$ cat config.mk
export PLATFORM = sky130hd
export DESIGN_NAME = i2s_frame_serializer
export DESIGN_NICKNAME = d
export VERILOG_FILES = /design/src/rtl/i2s_frame_serializer.sv
export SDC_FILE = /design/constraint.sdc
export NUM_CORES = 1
export LEC_CHECK = 0
export CORE_AREA = 3 3 106 108
export DETAILED_ROUTE_END_ITERATION = 6
export DIE_AREA = 0 0 109 111
export PLACE_DENSITY = 0.83
export SYNTH_ARGS = -nofsm -noshare
export SYNTH_HDL_FRONTEND = slang
export SYNTH_SLANG_ARGS = --single-unit
$ cat constraint.sdc
create_clock -name clk -period 12.64 [get_ports clk]
set_clock_uncertainty 0.05 [all_clocks]
set_input_delay 3.792 -clock clk [delete_from_list [all_inputs] [get_ports clk]]
set_output_delay 3.792 -clock clk [all_outputs]
set_load 0.02 [all_outputs]
$ cat src/rtl/i2s_frame_serializer.sv
// I2S frame serializer: takes signed stereo sample pairs over a valid/ready
// handshake and shifts them out MSB-first in 32-bit slots, generating
// BCLK (clk/4) and LRCLK (clk/256) from the 256x-fs master clock.
// A one-deep holding register decouples source timing from the frame;
// underrun and overrun events are counted in saturating debug counters.
module i2s_frame_serializer #(
  parameter int SAMPLE_BITS = 16,
  parameter int CNT_W       = 16
) (
  input  logic                          clk,
  input  logic                          rst,
  input  logic signed [SAMPLE_BITS-1:0] sample_l,
  input  logic signed [SAMPLE_BITS-1:0] sample_r,
  input  logic                          sample_valid,
  output logic                          sample_ready,
  output logic                          bclk,
  output logic                          lrclk,
  output logic                          sdata,
  output logic                          frame_start,
  output logic [CNT_W-1:0]              underrun_cnt,
  output logic [CNT_W-1:0]              overrun_cnt
);

  localparam logic [5:0] SB6 = 6'(SAMPLE_BITS);

  logic [7:0]             cnt;
  logic [7:0]             cnt_nxt;
  logic                   load;
  logic [5:0]             pos;
  logic [4:0]             slot;
  logic [5:0]             bit_idx;
  logic [SAMPLE_BITS-1:0] word;
  logic [SAMPLE_BITS-1:0] shifted;
  logic                   sdata_nxt;

  logic [SAMPLE_BITS-1:0] hold_l;
  logic [SAMPLE_BITS-1:0] hold_r;
  logic [SAMPLE_BITS-1:0] act_l;
  logic [SAMPLE_BITS-1:0] act_r;
  logic                   armed;

  // All outputs are derived from the value cnt takes on this edge.
  assign cnt_nxt = cnt + 8'd1;
  assign load    = (cnt == 8'hFF);
  assign pos     = cnt_nxt[7:2];
  assign slot    = pos[4:0];

  // Select the active-channel bit for the upcoming bit slot (one-BCLK I2S delay).
  always_comb begin
    sdata_nxt = 1'b0;
    bit_idx   = '0;
    shifted   = '0;
    word      = pos[5] ? act_r : act_l;
    if (slot != 5'd0 && {1'b0, slot} <= SB6) begin
      bit_idx   = SB6 - {1'b0, slot};
      shifted   = word >> bit_idx;
      sdata_nxt = shifted[0];
    end
  end

  // Frame timing counter and registered I2S outputs.
  always_ff @(posedge clk or posedge rst) begin
    if (rst) begin
      cnt         <= '0;
      bclk        <= 1'b0;
      lrclk       <= 1'b0;
      sdata       <= 1'b0;
      frame_start <= 1'b0;
    end else begin
      cnt         <= cnt_nxt;
      bclk        <= cnt_nxt[1];
      lrclk       <= cnt_nxt[7];
      sdata       <= sdata_nxt;
      frame_start <= (cnt_nxt == 8'd0);
    end
  end

  // Handshake, holding register, frame load and saturating debug counters.
  // sample_ready doubles as the "holding empty" flag. On a load edge a
  // full holding register is freed, so an offer in that same cycle is
  // accepted even though ready is low.
  always_ff @(posedge clk or posedge rst) begin
    if (rst) begin
      sample_ready <= 1'b1;
      hold_l       <= '0;
      hold_r       <= '0;
      act_l        <= '0;
      act_r        <= '0;
      armed        <= 1'b0;
      underrun_cnt <= '0;
      overrun_cnt  <= '0;
    end else if (load) begin
      if (!sample_ready) begin
        act_l <= hold_l;
        act_r <= hold_r;
        if (sample_valid) begin
          hold_l <= sample_l;
          hold_r <= sample_r;
          armed  <= 1'b1;
        end else begin
          sample_ready <= 1'b1;
        end
      end else if (sample_valid) begin
        act_l <= sample_l;
        act_r <= sample_r;
        armed <= 1'b1;
      end else if (armed && underrun_cnt != '1) begin
        underrun_cnt <= underrun_cnt + CNT_W'(1);
      end
    end else if (sample_valid) begin
      if (sample_ready) begin
        hold_l       <= sample_l;
        hold_r       <= sample_r;
        sample_ready <= 1'b0;
        armed        <= 1'b1;
      end else if (overrun_cnt != '1) begin
        overrun_cnt <= overrun_cnt + CNT_W'(1);
      end
    end
  end

endmodule

* Yosys cells after proc, flatten, opt, wreduce, memory -nomap -nowiden
Index checks and enable logic that the tools add are counted.
** Word-level totals
- Register bits :: 110
- Bits of input ports :: 35
- Output and inout port bits :: 37
- Logic and storage cells :: 61
** Operators by class
- $add $sub $neg :: 4
- Magnitude comparators :: 1
- Eq/ne operators :: 5
- Shifts and indexed selects :: 1
- Multiplexer cells :: 22
- Bitwise gates (word level) :: 3
- Reduce and logical (&&, ||, !) cells :: 12
** Operators by type and width (count)
- 2-to-1 mux 16 bit :: 13
- adder 16 x 1 -> 16 bit, second input constant :: 2
- inequality test 16 bit, second input constant :: 2
- right shift 16 x 6 -> 1 bit :: 1
- AND reduction 4 bit :: 3
- 2-to-1 mux 1 bit :: 9
- adder 8 x 1 -> 8 bit, second input constant :: 1
- == test 8 bit, second input constant :: 1
- zero test 8 bit :: 1
- nonzero test 2 bit :: 3
- subtractor 5 x 5 -> 6 bit, first input constant :: 1
- less-or-equal comparator 5 bit, second input constant :: 1
- nonzero test 5 bit :: 1
- inequality test 2 bit, second input constant :: 2
- AND reduction 2 bit :: 2
- NOT 1 bit :: 3
- logical AND 1 bit :: 2

* Logic depth before layout (Yosys ltp)
Gate-level depths: netlist of the first run.
- Depth after elaboration :: 4
- Depth in mapped cells :: 12
- Mapped depth without buffers :: 10

* Least setup slack after synthesis of the first run
Ideal clock, no wire load.
- Kind :: input port to flip-flop
- Start point :: input sample_valid
- End point :: register underrun_cnt[7]
- Setup time :: 130 ps
- Arrival time :: 4752 ps
- Required time :: 12460 ps
- Setup slack :: 7708 ps
- Stages :: 6
- Path buffers :: 0
- Cell sequence :: nor2_1 > nand3_1 > a41o_1 > nor2_2 > nand4_1 > xnor2_1
** On the way
- Cells in the longest elaborated chain, start to end :: 2
** Ends and longest elaborated chain
- start: declaration :: line 14 : input logic sample_valid,
- NOT 1 bit (no source line)
- AND reduction 4 bit (no source line)
- end signal: assignment :: line 108 : underrun_cnt <= underrun_cnt + CNT_W'(1);
- end: declaration :: line 20 : output logic [CNT_W-1:0] underrun_cnt,
No other way between the ends.
A chain may end at the register's enable or synchronous reset.

==> results of run 1 <==
-- stage by stage --
step                cell area [µm²]  worst slack, ns  total power, mW
CTS                            6173            6.996           0.6935
finish                         6173            7.002           0.6870
detailed placement             5995            6.721           0.4953
global route                   6173            6.852           0.7210
global placement               5995            6.892           0.4893
floorplan                      5190            5.954           0.4470
-- layer usage --
metal | wire (µm) | GRT usage (%) | part of all wire (%)
met5 | 0 | 0 | 0
met4 | 170 | 7.323 | 1.6
met3 | 442 | 2.679 | 4.2
met2 | 5222 | 29.85 | 49
met1 | 4772 | 25.78 | 45
-- power by group --
part           switching, mW  internal [mW]  leakage (nW)
logic                 0.0457         0.0504          1.10
registers             0.0209          0.370          1.41
clock network          0.106         0.0940        0.0874
-- cell families (layout without fill, tap and decap cells) --
logic type | Yosys count | after routing | share of synthesized area [%]
AOI/OAI and AO/OA | 62 | 62 | 7.329
xor gates and xnor gates | 40 | 40 | 7.474
adders and majority gates | 5 | 5 | 1.205
buffers and inverters | 34 | 101 | 3.110
DFF | 108 | 108 | 52.10
muxes | 74 | 74 | 15.38
and+or+nand+nor | 140 | 140 | 13.40
-- cell usage after synthesis (all sizes together), types with 5 or more instances --
library cell / instances / area [µm²]
and3: 8 / 50.05
mux2i: 37 / 370.4
nand2: 27 / 101.4
a21oi: 39 / 195.2
xor2: 14 / 141.4
nor3: 7 / 45.04
buf: 12 / 78.83
mux2: 36 / 405.4
dfrtp: 107 / 2678
clkbuf: 8 / 30.03
nand4: 11 / 83.83
xnor2: 26 / 246.5
ha: 5 / 62.56
nor2: 55 / 221.5
nand3: 21 / 115.1
inv: 14 / 52.55
-- final cells by class --
class | count | area (µm²) | area share (%)
clock buffers | 11 | 141.4 | 2.290
clock inverters | 2 | 37.54 | 0.6080
inverters | 14 | 55.05 | 0.8918
multi-input cells | 321 | 2332 | 37.78
flip-flops and latches | 108 | 2704 | 43.80
well taps | 136 | 170.2 | 2.756
repair buffers | 74 | 733.2 | 11.88
-- registers in the layout, summed over array words and instances (netlist names), 8 cells and up --
signal / count
hold_r: 16
underrun_cnt: 16
overrun_cnt: 16
act_l: 16
act_r: 16
cnt: 8
hold_l: 16
-- path summary, 6_finish.rpt --
path	from	to	slack, ns	cells after the start
max	cnt[7]$_DFF_PP0_	lrclk	7.00	1
min	armed$_DFFE_PP0P_	armed$_DFFE_PP0P_	0.43	1
max reg2reg	cnt[0]$_DFF_PP0_	sdata$_DFF_PP0_	9.31	9
min reg2reg	armed$_DFFE_PP0P_	armed$_DFFE_PP0P_	0.43	1
max in group asynchronous	rst	act_r[3]$_DFFE_PP0P_	7.55	3
min in group asynchronous	rst	overrun_cnt[7]$_DFFE_PP0P_	3.70	2
==> flow_metrics.tcl, run 1 <==
set metrics [dict create \
    status "complete, no violations" \
    synth_edf_count 0 \
    layoutNonFillerInstCount 666 \
    cp_max_fo 11 \
    setup_tns_ns 0 \
    p_per_area_mw_per_mm2 111.3 \
    path_class "reg2out" \
    routedWlPerCell_um 15.93 \
    core_mm2 0.01032 \
    gp_congestion 0.8871 \
    drv_slew 0 \
    cts_root_buf "clkbuf_8" \
    grt.total_usage_pct 18.75 \
    die_w_um 109 \
    period_minus_slack_ns 5.638 \
    grt-ovfl-total 0 \
    cpPeakStageDelay_ns 0.72 \
    htreeDepth 3 \
    crit_arrival_ns 1.80 \
    dpl.hpwl_mm 7.734 \
    firstDrtPassIters 4 \
    cts_inserted_buffers 9 \
    die_y_um 111 \
    synthCells 463 \
    syn_avg_cell_area_um2 11.21 \
    slowest_stage "dfrtp_1" \
    post_cts_resized 0 \
    crit_chain "clkdlybuf4s50_1" \
    antenna_left 0 \
    cts_sinks 108 \
    async_reset_ff_share_pct 100.0 \
    worst-endpoint-required_ns 8.80 \
    fillers 827 \
    setup_viol 0 \
    drt-total-wl_mm 10.61 \
    synth_cell_types 55 \
    antenna_found_initial 0 \
    insertedDiodeCount 0 \
    hold_class "reg2reg" \
    nets 568 \
    finalHoldViolCount 0 \
    endpoint_kind "primary output" \
    drive_gt1_share_pct 12.83 \
    rsz0062_at_grt "false" \
    cpLargestDelayFamily "flip-flops" \
    final_common_cell "dfrtp_1" \
    drtIter0Drc 265 \
    grt_pass1_wl_mm 18.32 \
    yosysWarningCount 0 \
    holdBufCountCts 0 \
    numPortBuffers 71 \
    first_global_vias 3743 \
    cts_setup_buffers 0 \
    syn_to_final_growth_pct 18.95 \
    initial_core_util_pct 50.27 \
    clock.fmax_mhz 177.4 \
    hold_ws_ns 0.4342 \
    synth-main-ff-cell "dfrtp_1" \
    yosysSeqAreaShare_pct 52.10 \
    io-pin-count 72 \
    fin_crit_sh_pct 44.61 \
    dp_cells 653 \
    p_leak_nw 2.605 \
    die_area_mm2 0.01210 \
    ir_drop_mv 0.05573 \
    relSlewSlack_pct 19.13 \
    cp-start-kind "flip-flop" \
    final_cell_mix "107 x dfrtp_1, 71 x clkdlybuf4s50_1, 51 x nor2_1" \
    cts.clk_slew.worst_paths_ns 0.09 \
    cts_buffer_depth 2 \
    maxCapViolations 0 \
    grt_max_degree 80 \
    drcViolationCount 0 \
    utilization_pct 59.80 \
    ys_ff_latch 108 \
    synth_area_mm2 0.005190 \
    worst_pin_slew_ns 1.210 \
    cts_tree "yes" \
    clock_latency_ns 0.36 \
    rows 37 \
    syn_nets 503 \
    cp_num_buf_inv 1 \
    via_per_inst 5.547 \
    num_vias 3694 \
]
No activity file was read; power rests on OpenSTA's default activity.
==> run 2: changes to the inputs <==
Clock period 12.64 ns to 5.8 ns, I/O delays scaled along.
==> run 2 against run 1 <==
Effect of this change:
- global-route usage is 0.23 points lower
- sequential power is 120% higher
- clock power grew to 2.6 times the previous value
- register-to-register slack worse by 6.9 ns
- total power is 130% higher
- via count is 0.76% lower
- critical path depth stayed put
- flip-flop and latch count stayed put
- first-iteration DRC count is 33% lower
- count of clock-buffer cells in the layout is 1 higher
- final area is 0.91% higher
- critical path type unchanged
- highest routed layer unchanged
==> flow_metrics.tcl, run 2 (synthesis gave the netlist of run 1 again) <==
set metrics [dict create \
    cpLargestDelayFamily "flip-flops" \
    cts_setup_buffers 0 \
    nets 568 \
    cp-start-kind "flip-flop" \
    via_per_inst 5.480 \
    period_minus_slack_ns 3.613 \
    grt.total_usage_pct 18.52 \
    cts_tree "yes" \
    relSlewSlack_pct 20.07 \
    drt-total-wl_mm 10.23 \
    maxCapViolations 0 \
    endpoint "lrclk" \
    dpl.hpwl_mm 7.290 \
    htreeDepth 3 \
    grt_max_degree 90 \
    hold_class "reg2reg" \
    core_mm2 0.01032 \
    routedWlPerCell_um 15.30 \
    internal_power_mw 1.193 \
    initial_core_util_pct 50.27 \
    grt-ovfl-total 0 \
    reg2reg_from "cnt[0]$_DFF_PP0_" \
    dp_slack_ns 1.978 \
    drv_slew 0 \
    finalHoldViolCount 0 \
    drcViolationCount 0 \
    final_area_mm2 0.006230 \
    layoutNonFillerInstCount 669 \
    numPortBuffers 71 \
    status "complete, no violations" \
    die_w_um 109 \
    postPlaceCellArea_mm2 0.005995 \
    regToRegSetupSlack_ns 2.40 \
    fin_crit_sh_pct 62.29 \
    power.share.combinational_pct 13.1 \
    holdBufCountCts 0 \
    cp_max_fo 11 \
    regToRegEndpoint "sdata$_DFF_PP0_" \
    p_sw_mw 0.3887 \
    drtIter0Drc 177 \
    p_per_area_mw_per_mm2 253.9 \
    setup_viol 0 \
    gp_congestion 0.8729 \
    cts.clk_slew.worst_paths_ns 0.10 \
    cpPeakStageDelay_ns 0.73 \
    num_vias 3666 \
    ir_drop_mv 0.1553 \
    insertedDiodeCount 0 \
    p_leak_nw 2.640 \
    firstDrtPassIters 4 \
    cp-startpoint "cnt[7]$_DFF_PP0_" \
    post_cts_resized 0 \
    clkPwrFrac_pct 33.0 \
    cts_root_buf "clkbuf_8" \
    drive_gt1_share_pct 13.51 \
    slowest_stage "dfrtp_1" \
    crit_chain "clkdlybuf4s50_1" \
    clock.fmax_mhz 276.8 \
    path_class "reg2out" \
    crit_arrival_ns 1.82 \
    setup_tns_ns 0 \
    rr_worst_depth 9 \
    die_area_mm2 0.01210 \
    rows 37 \
    seq_power_share_pct 53.9 \
    switching_share_pct 24.57 \
    cts_buffer_depth 2 \
    cts_sinks 108 \
    dp_cells 653 \
    cts_inserted_buffers 9 \
    layout_setup_ws_ns 2.187 \
    cp_num_buf_inv 1 \
    first_global_vias 3796 \
    die_y_um 111 \
    worst_pin_slew_ns 1.196 \
    antenna_left 0 \
    p_total_mw 1.582 \
    io-pin-count 72 \
    antenna_found_initial 0 \
    syn_to_final_growth_pct 20.03 \
    worst-endpoint-required_ns 4.01 \
    grt_pass1_wl_mm 17.94 \
    clock_latency_ns 0.38 \
    rsz0062_at_grt "false" \
    final_cell_mix "107 x dfrtp_1, 71 x clkdlybuf4s50_1, 51 x nor2_1" \
    final_common_cell "dfrtp_1" \
    endpoint_kind "primary output" \
    path_depth 1 \
    fillers 838 \
]
## run 2: cell type report
class                      instances  area, µm²  share of cell area (%)
clock buffer                      12      165.2                   2.651
inverter                          14      55.05                  0.8837
timing repair buffer              74      733.2                   11.77
clock inverter                     4      70.07                   1.125
sequential                       108       2704                   43.40
multi-input combinational        321       2332                   37.44
tap                              136      170.2                   2.731
## run 2: power groups by stage
stage	clock, mW	sequential, mW	combinational [mW]
6_report	0.522	0.853	0.207
5_1_grt	0.559	0.862	0.229
4_1_cts	0.536	0.853	0.210
3_5_place_dp	0	0.868	0.210
3_3_place_gp	0	0.863	0.204
2_1_floorplan	0	0.884	0.0899
## run 2: worst min path at each step
stage,start,end,slack [ns],cells after the start
floorplan,armed$_DFFE_PP0P_,armed$_DFFE_PP0P_,0.38,1
global placement,armed$_DFFE_PP0P_,armed$_DFFE_PP0P_,0.39,1
detailed placement,armed$_DFFE_PP0P_,armed$_DFFE_PP0P_,0.41,1
CTS,armed$_DFFE_PP0P_,armed$_DFFE_PP0P_,0.43,1
global route,armed$_DFFE_PP0P_,armed$_DFFE_PP0P_,0.44,1
finish,armed$_DFFE_PP0P_,armed$_DFFE_PP0P_,0.43,1
## run 2: layer usage
metal  wire length, µm  track usage (%)  share of wire [%]
met5                 0                0                  0
met2              4832            28.09                 47
met4               274            9.259                2.7
met3               379            3.087                3.7
met1              4746            25.52                 46
## run 2: metrics by stage
step           hold slack, ns  utilization, %
2_1_floorplan          0.3774               -
3_3_place_gp           0.3913           58.07
3_5_place_dp           0.4060           58.07
4_1_cts                0.4288           60.34
5_1_grt                0.4422           60.34
6_report               0.4255           60.34
==> run 3: changes to the inputs <==
Settings changed: PLACE_DENSITY 0.83 to 0.86.
Clock period 5.8 ns to 3.3 ns, I/O delays scaled along.
==> run 3 against run 2 <==
Effect of this change:
- final area rose by 0.26%
- non-clock buffer count increased by 3
- first-iteration DRC count shrank 31%
- count of clock-buffer cells in the layout decreased by 2
- flip-flop and latch count unchanged
- sequential power up 76%
- via count fell by 0.79%
- critical path type is now reg2reg
==> flow_metrics.tcl, run 3 (synthesis gave the netlist of run 1 again) <==
set metrics [dict create \
    via_per_inst 5.412 \
    die_y_um 111 \
    grt.total_usage_pct 18.53 \
    antenna_found_initial 0 \
    numPortBuffers 71 \
    firstDrtPassIters 4 \
    first_global_vias 3685 \
    status "complete, no violations" \
    cts_buffer_depth 2 \
    period_minus_slack_ns 3.000 \
    drive_gt1_share_pct 14.18 \
    setup_tns_ns 0 \
    fin_crit_sh_pct 90.90 \
    num_vias 3637 \
    drtIter0Drc 122 \
    cpLargestDelayFamily "adder cells" \
    cts_inserted_buffers 9 \
    grt-ovfl-total 0 \
    path_class "reg2reg" \
    cts_sinks 108 \
    p_leak_nw 2.623 \
    cp-start-kind "flip-flop" \
    cp_num_buf_inv 1 \
    grt_max_degree 109 \
    htreeDepth 3 \
    cts_setup_buffers 0 \
    initial_core_util_pct 50.27 \
    cp_max_fo 12 \
    maxCapViolations 0 \
    insertedDiodeCount 0 \
    cp-startpoint "cnt[0]$_DFF_PP0_" \
    clock.fmax_mhz 333.4 \
    rsz0062_at_grt "false" \
    setup_viol 0 \
    p_per_area_mw_per_mm2 427.7 \
    io-pin-count 72 \
    die_w_um 109 \
    die_area_mm2 0.01210 \
    dpl.hpwl_mm 7.566 \
    worst-endpoint-required_ns 3.49 \
    min_to "armed$_DFFE_PP0P_" \
    crit_arrival_ns 3.19 \
    clock_latency_ns 0.37 \
    relSlewSlack_pct 61.11 \
    holdPathStages 1 \
    cpPeakStageDelay_ns 0.58 \
    drv_slew 0 \
    cts_root_buf "clkbuf_8" \
    antenna_left 0 \
    ir_drop_mv 0.2291 \
    crit_chain "ha_2 > xor2_4 > inv_2 > ha_2 > or4_1 > o22ai_1 > a2111oi_1 > a32oi_1 > o32ai_1" \
    postPlaceCellArea_mm2 0.006043 \
    syn_to_final_growth_pct 20.35 \
    final_common_cell "dfrtp_1" \
    endpoint_kind "flip-flop" \
    final_cell_mix "107 x dfrtp_1, 71 x clkdlybuf4s50_1, 51 x nor2_1" \
    reg2reg_from "cnt[0]$_DFF_PP0_" \
    cts.clk_slew.worst_paths_ns 0.11 \
    rr_worst_depth 9 \
    grt_pass1_wl_mm 18.02 \
    crit_path_frequent_cell "ha_2" \
    routedWlPerCell_um 15.66 \
    rows 37 \
    hp-start "armed$_DFFE_PP0P_" \
    nets 571 \
    worst_pin_slew_ns 0.5834 \
    hold_class "reg2reg" \
    finalHoldViolCount 0 \
    slowest_stage "or4_1" \
    gp_congestion 0.8022 \
    cts_tree "yes" \
    final_area_mm2 0.006246 \
    regToRegSetupSlack_ns 0.30 \
    regToRegEndpoint "sdata$_DFF_PP0_" \
    drcViolationCount 0 \
    drt-total-wl_mm 10.52 \
    core_mm2 0.01032 \
]
-- run 3: repair_timing --
action                     CTS  global route
setup endpoints to repair    0             1
hold buffers                 0             0
gates resized for setup      0             2
-- run 3: how the worst max path moves through the flow --
stage | endpoint | depth (start not counted)
global route | sdata$_DFF_PP0_ | 9
finish | sdata$_DFF_PP0_ | 9
CTS | sdata$_DFF_PP0_ | 9
detailed placement | sdata$_DFF_PP0_ | 9
floorplan | sdata$_DFF_PP0_ | 11
global placement | sdata$_DFF_PP0_ | 9
-- run 3: worst reg2reg max path, cell delays in order (launching register included) --
cell       delay, ns
dfrtp_1         0.47
ha_2            0.34
xor2_4          0.32
inv_2           0.15
ha_2            0.38
or4_1           0.58
o22ai_1         0.17
a2111oi_1       0.08
a32oi_1         0.23
o32ai_1         0.11
-- run 3: where the power goes --
group	leakage [nW]	total (mW)	switching, mW	internal (mW)
registers	1.41	1.50	0.0809	1.42
logic	1.12	0.364	0.169	0.195
clock network	0.0895	0.809	0.452	0.357
-- run 3: through the flow --
| step | setup WS (ns) | utilization [%] | instances | total power, mW | hold slack, ns |
|---|---|---|---|---|---|
| 2_1_floorplan | 0.5287 | - | 463 | 1.713 | 0.3774 |
| 4_1_cts | 0.1370 | 60.45 | 672 | 2.709 | 0.4286 |
| 5_1_grt | 0.1058 | 60.50 | 672 | 2.801 | 0.4486 |
| 3_5_place_dp | 0.1406 | 58.54 | 656 | 1.894 | 0.4022 |
| 6_report | 0.3004 | 60.50 | 672 | 2.671 | 0.4244 |
| 3_3_place_gp | 0.2285 | 58.54 | 656 | 1.876 | 0.3901 |
-- run 3: routing by layer --
metal	global-route usage (%)	wire (µm)
met4	4.798	138
met1	26.46	4985
met5	0	0
met3	3.611	356
met2	28.95	5041
-- run 3: area by class of cell --
| type | instances | area (µm²) |
|---|---|---|
| sequential | 108 | 2704 |
| timing repair buffer | 77 | 780.7 |
| multi-input combinational | 321 | 2337 |
| inverter | 14 | 56.30 |
| clock inverter | 6 | 70.07 |
| fill | 822 | 4078 |
| tap | 136 | 170.2 |
| clock buffer | 10 | 127.6 |
